$ cat src/rtl/dcache_pkg.sv
`default_nettype none
// ============================================================================
// Module : dcache_pkg
// Brief  : Shared types for the data-cache dirty-bit tracker.
// Rev    : 1.0
// ============================================================================
package dcache_pkg;

   typedef enum logic [1:0] {
      IDLE  = 2'd0,
      SCAN  = 2'd1,
      OFFER = 2'd2,
      DONE  = 2'd3
   } flush_state_e;

endpackage
`default_nettype wire

$ cat src/rtl/dirty_flush_walker.sv
`default_nettype none
// ============================================================================
// Module : dirty_flush_walker
// Brief  : Flush FSM walking every (set,way) and offering dirty lines for write-back.
// Rev    : 1.0
// ============================================================================
module dirty_flush_walker
   import dcache_pkg::*;
#(
   parameter int NUM_SETS = 8,
   parameter int NUM_WAYS = 2,
   parameter int IDX_W    = $clog2(NUM_SETS),
   parameter int WAY_W    = (NUM_WAYS > 1) ? $clog2(NUM_WAYS) : 1
) (
   input  logic             clk,
   input  logic             rst_n,
   input  logic             flush_req,
   input  logic             wb_ready,
   input  logic             cur_dirty,
   output logic             flush_busy,
   output logic             flush_done,
   output logic             wb_valid,
   output logic [IDX_W-1:0] wb_index,
   output logic [WAY_W-1:0] wb_way,
   output logic             wb_fire
);

   localparam logic [IDX_W-1:0] c_last_idx = IDX_W'(NUM_SETS - 1);
   localparam logic [WAY_W-1:0] c_last_way = WAY_W'(NUM_WAYS - 1);

   flush_state_e     r_state;
   logic [IDX_W-1:0] r_idx;
   logic [WAY_W-1:0] r_way;
   logic             r_busy;
   logic             r_done;
   logic             r_valid;
   logic             w_last;
   logic [IDX_W-1:0] w_next_idx;
   logic [WAY_W-1:0] w_next_way;

   // Way advances fastest; the set steps when the way wraps.
   always_comb begin
      w_last     = (r_idx == c_last_idx) && (r_way == c_last_way);
      w_next_way = (r_way == c_last_way) ? '0 : r_way + 1'b1;
      w_next_idx = (r_way == c_last_way) ? r_idx + 1'b1 : r_idx;
   end

   always_ff @(posedge clk or negedge rst_n) begin
      if (!rst_n) begin
         r_state <= IDLE;
         r_idx   <= '0;
         r_way   <= '0;
         r_busy  <= 1'b0;
         r_done  <= 1'b0;
         r_valid <= 1'b0;
      end else begin
         r_done <= 1'b0;
         case (r_state)
            IDLE: begin
               if (flush_req) begin
                  r_state <= SCAN;
                  r_idx   <= '0;
                  r_way   <= '0;
                  r_busy  <= 1'b1;
               end
            end
            SCAN: begin
               if (cur_dirty) begin
                  r_state <= OFFER;
                  r_valid <= 1'b1;
               end else if (w_last) begin
                  r_state <= DONE;
                  r_done  <= 1'b1;
               end else begin
                  r_idx <= w_next_idx;
                  r_way <= w_next_way;
               end
            end
            OFFER: begin
               if (wb_ready) begin
                  r_valid <= 1'b0;
                  if (w_last) begin
                     r_state <= DONE;
                     r_done  <= 1'b1;
                  end else begin
                     r_state <= SCAN;
                     r_idx   <= w_next_idx;
                     r_way   <= w_next_way;
                  end
               end
            end
            DONE: begin
               r_state <= IDLE;
               r_busy  <= 1'b0;
            end
            default: r_state <= IDLE;
         endcase
      end
   end

   assign flush_busy = r_busy;
   assign flush_done = r_done;
   assign wb_valid   = r_valid;
   assign wb_index   = r_idx;
   assign wb_way     = r_way;
   assign wb_fire    = r_valid && wb_ready;

endmodule
`default_nettype wire

$ cat src/rtl/dirty_tracker.sv
`default_nettype none
// ============================================================================
// Module : dirty_tracker
// Brief  : Per-set/per-way dirty-bit array with running count and flush walker.
// Rev    : 1.0
// ============================================================================
module dirty_tracker
   import dcache_pkg::*;
#(
   parameter int NUM_SETS = 8,
   parameter int NUM_WAYS = 2,
   parameter int IDX_W    = $clog2(NUM_SETS),
   parameter int WAY_W    = (NUM_WAYS > 1) ? $clog2(NUM_WAYS) : 1,
   parameter int CNT_W    = $clog2(NUM_SETS * NUM_WAYS + 1)
) (
   input  logic                clk,
   input  logic                rst_n,
   input  logic [IDX_W-1:0]    rd_index,
   output logic [NUM_WAYS-1:0] rd_dirty,
   input  logic                wr_en,
   input  logic [IDX_W-1:0]    wr_index,
   input  logic [WAY_W-1:0]    wr_way,
   input  logic                wr_dirty,
   input  logic                flush_req,
   output logic                flush_busy,
   output logic                flush_done,
   output logic                wb_valid,
   output logic [IDX_W-1:0]    wb_index,
   output logic [WAY_W-1:0]    wb_way,
   input  logic                wb_ready,
   output logic [CNT_W-1:0]    dirty_count
);

   logic [NUM_WAYS-1:0] dirty_q [NUM_SETS];
   logic [CNT_W-1:0]    r_count;
   logic                w_fire;
   logic                w_wr_old;
   logic                w_clr_old;
   logic                w_same;
   logic                w_wr_up;
   logic                w_wr_dn;
   logic                w_clr_dn;

   dirty_flush_walker #(
      .NUM_SETS (NUM_SETS),
      .NUM_WAYS (NUM_WAYS),
      .IDX_W    (IDX_W),
      .WAY_W    (WAY_W)
   ) u_walker (
      .clk        (clk),
      .rst_n      (rst_n),
      .flush_req  (flush_req),
      .wb_ready   (wb_ready),
      .cur_dirty  (w_clr_old),
      .flush_busy (flush_busy),
      .flush_done (flush_done),
      .wb_valid   (wb_valid),
      .wb_index   (wb_index),
      .wb_way     (wb_way),
      .wb_fire    (w_fire)
   );

   // A write to the entry being cleared by the handshake overrides the clear.
   always_comb begin
      w_wr_old  = dirty_q[wr_index][wr_way];
      w_clr_old = dirty_q[wb_index][wb_way];
      w_same    = (wr_index == wb_index) && (wr_way == wb_way);
      w_wr_up   = wr_en && wr_dirty && !w_wr_old;
      w_wr_dn   = wr_en && !wr_dirty && w_wr_old;
      w_clr_dn  = w_fire && w_clr_old && !(wr_en && w_same);
   end

   always_ff @(posedge clk or negedge rst_n) begin
      if (!rst_n) begin
         for (int s = 0; s < NUM_SETS; s++) begin
            dirty_q[s] <= '0;
         end
         r_count <= '0;
      end else begin
         if (w_fire) begin
            dirty_q[wb_index][wb_way] <= 1'b0;
         end
         if (wr_en) begin
            dirty_q[wr_index][wr_way] <= wr_dirty;
         end
         r_count <= r_count + CNT_W'(w_wr_up) - CNT_W'(w_wr_dn) - CNT_W'(w_clr_dn);
      end
   end

   assign rd_dirty    = dirty_q[rd_index];
   assign dirty_count = r_count;

endmodule
`default_nettype wire

$ cat config.mk
export PLATFORM = sky130hd
export DESIGN_NAME = dirty_tracker
export DESIGN_NICKNAME = d
export VERILOG_FILES = /design/src/rtl/dcache_pkg.sv /design/src/rtl/dirty_flush_walker.sv /design/src/rtl/dirty_tracker.sv
export SDC_FILE = /design/constraint.sdc
export NUM_CORES = 1
export LEC_CHECK = 0
export CAP_MARGIN = 20
export CORE_UTILIZATION = 60
export CTS_BUF_LIST = sky130_fd_sc_hd__clkbuf_16
export DETAILED_ROUTE_END_ITERATION = 10
export HOLD_SLACK_MARGIN = 0.08
export PLACE_DENSITY = 0.95
export SLEW_MARGIN = 20
export SYNTH_ARGS = -nofsm -noshare
export SYNTH_HDL_FRONTEND = slang
export SYNTH_HIERARCHICAL = 1
export SYNTH_SLANG_ARGS = --single-unit
$ cat constraint.sdc
create_clock -name clk -period 4.8 [get_ports clk]
set_input_delay 0.96 -clock clk [delete_from_list [all_inputs] [get_ports clk]]
set_output_delay 0.96 -clock clk [all_outputs]
set_load 0.02 [all_outputs]
==> flow_summary_export.csv <==
group,metric,value,unit
run_status,status,"complete, no violations",
sta,worst_pin_slew,0.667,ns
setup_path,endpoint_kind,"register",
global_routing,grt_pass1_vias,1998,
sta,relSlewSlack,55.4,%
clock_network,cts_sinks,30,
global_routing,grtUsageTotal,33.3,%
place,pre_cts_slack,0.526,ns
place,placed_cells,279,
setup_path,crit_family,"adder cells",
pwr,power_per_cell_area,589,nW/um^2
die,core,3470,um^2
sta,grt_setup_unrepaired,"no",
synthesis,syn_nets,244,
die,die_h,63.1,um
clock_network,clock_path_buffers,2,
synthesis,synth_most_common_cell,"dfrtp_1",
sta,finalCritPeriodShare,85.7,%
clock_network,cts_resized,0,
sta,post-route-min-period,4.11,ns
setup_path,path_class,"input pin to register",
final_layout,stdcell_area,2690,um^2
sta,hold_violations,0,
die,dieWidth,63.1,um
synthesis,yosysTopAreaCellShare,33.5,%
final_layout,fin_nets,268,
synthesis,synth_top_flop_cell,"dfrtp_1",
clock_network,root_buffer,"clkbuf_16",
sta,holdWs,0.556,ns
clock_network,cts_tree,"built",
global_routing,antenna_found_initial,0,
synthesis,syn_area_per_cell,10.4,um^2
hold_path,min_path_type,"register to register",
setup_path,crit_arrival,4.27,ns
clock_network,cts_buffers,5,
die,initial_core_util,64.7,%
clock_network,htree_levels,2,
die,row_count,21,
routing,wire_per_inst,20.6,um
global_routing,grt_overflow,0,
sta,fmax,243,MHz
setup_path,path_cells,"clkdlybuf4s50_1 -> mux4_2 -> mux2i_1 -> mux2_2 -> nor3b_1 -> fa_1 -> inv_1 -> ha_1 -> ha_1 -> fa_1 -> xor2_1",
sta,setup-tns-final,0,ns
routing,post-route-drc-count,0,
clock_network,cts_setup_buffers,0,
routing,route.vias.total,1987,
routing,firstDrtPassIters,5,
synthesis,synth_area_leaders,"dfrtp_1 (33%), mux4_2 (10%), ha_1 (7.3%), o221ai_1 (6.2%), nand2_1 (3.7%)",
synthesis,synthDistinctLibCells,50,
clock_network,path_clk_slew,0.05,ns
clock_network,clk_latency,0.28,ns
synthesis,syn_inst,216,
pwr,ir_drop,0.000285,V
synthesis,ys_top_cells_by_count,"dfrtp_1 (30), nand2_1 (22), nand3_1 (16), o221ai_1 (16), inv_1 (15)",
synthesis,async_reset_ff_share,100,%
synthesis,yosys_warnings,6,
setup_path,cp_max_fo,12,
routing,vias_per_cell,6.92,
die,ioPinCount,27,
routing,drt-initial-drc-count,245,
place,finalWeightedCongestion,0.958,
synthesis,synthesis.area,2240,um^2
die,die_area,3990,um^2
final_layout,stdcell_count,287,
sta,clock_skew,0.00689,ns
global_routing,grt_pass1_wl,10.0,mm
synthesis,synth-edff-count,0,
setup_path,slowest_delay,0.77,ns
sta,slew_viol_final,0,
setup_path,critPathBufInv,2,
pwr,power,1.58,mW
sta,setup_violations,0,
routing,routed_wl,5.92,mm
synthesis,synth-seq-area-share,33.5,%
place,placed_area,2520,um^2
final_layout,diodes,0,
synthesis,synth.largest_area_cell,"dfrtp_1",
final_layout,layout-drive-gt1-share,13.3,%
global_routing,grt_max_degree,31,
place,io_buffer_count,26,
final_layout,utilization,77.5,%
synthesis,ys_seq_elements,30,
flow_run,maxCapViolCount,0,
setup_path,cp.required,4.96,ns
sta,fin_ws,0.686,ns
routing,ant_nets,0,
clock_network,hold_buffers,0,
setup_path,critical-path-slowest-cell,"clkdlybuf4s50_1",
setup_path,cp-start-kind,"input pin",
pwr,p_leak,1.18,nW
place,dp_hpwl,3.95,mm
final_layout,areaGrowthSynthToFinish,19.8,%
## final cells by class
class,instances,area (um^2)
Tap cell,46,57.6
Inverter,15,56.3
Clock inverter,3,37.5
Fill cell,223,781
Clock buffer,5,125
Timing Repair Buffer,28,275
Multi-Input combinational cell,160,1390
Sequential cell,30,751
## cells in the final DEF, fill, tap and decap left out, drive strengths merged, types with 5 or more instances in the layout
| cell | count |
|---|---|
| o221ai | 16 |
| nand3 | 17 |
| ha | 13 |
| nand2 | 23 |
| clkdlybuf4s50 | 26 |
| inv | 17 |
| nand4 | 5 |
| mux4 | 11 |
| nand2b | 9 |
| dfrtp | 30 |
| mux2i | 6 |
| clkbuf | 5 |
| nand3b | 5 |
## logic make-up after synthesis
group / count (synthesis) / share of synthesized area [%]
DFF: 30 / 33.5
adders and majority gates: 15 / 9.04
xor gates and xnor gates: 7 / 2.73
buffers and inverters: 26 / 4.80
and+or+nand+nor: 83 / 21.0
AOI/OAI and AO/OA: 34 / 12.9
muxes: 21 / 16.1
## metal layers
metal	up-vias	wire length, um	track usage [%]
met5	-	0	0
met4	0	148	12.2
met3	25	531	9.06
met2	148	2970	53.9
met1	958	2270	42.4
li1	856	-	-
## state kept, by name, summed over array words and instances (netlist names)
name                 cells
u_walker/wb_way          1
u_walker/wb_valid        1
u_walker/wb_index        3
dirty_count              5
u_walker/flush_busy      1
dirty_q                 16
u_walker/r_state         2
u_walker/flush_done      1
## power breakdown
| group | internal (mW) | switching (mW) |
|---|---|---|
| combinational | 0.371 | 0.387 |
| sequential | 0.343 | 0.135 |
| clock | 0.240 | 0.106 |
| total | 0.955 | 0.628 |
## worst paths after layout
path                                             startpoint  slack, ns  depth (start not counted)                         endpoint
setup / recovery                                wr_index[2]       0.69                         11         dirty_count[3]$_DFF_PN0_
hold / removal                u_walker/wb_valid$_DFFE_PN0P_       0.56                          1    u_walker/wb_valid$_DFFE_PN0P_
setup reg to reg           u_walker/wb_index[1]$_DFFE_PN0P_       1.25                         10         dirty_count[3]$_DFF_PN0_
hold reg to reg               u_walker/wb_valid$_DFFE_PN0P_       0.56                          1    u_walker/wb_valid$_DFFE_PN0P_
max in group asynchronous                             rst_n       3.44                          2            dirty_q[13]$_DFF_PN0_
min in group asynchronous                             rst_n       1.08                          2  u_walker/r_state[0]$_DFFE_PN0P_
Power figures use the tool's default switching activity.
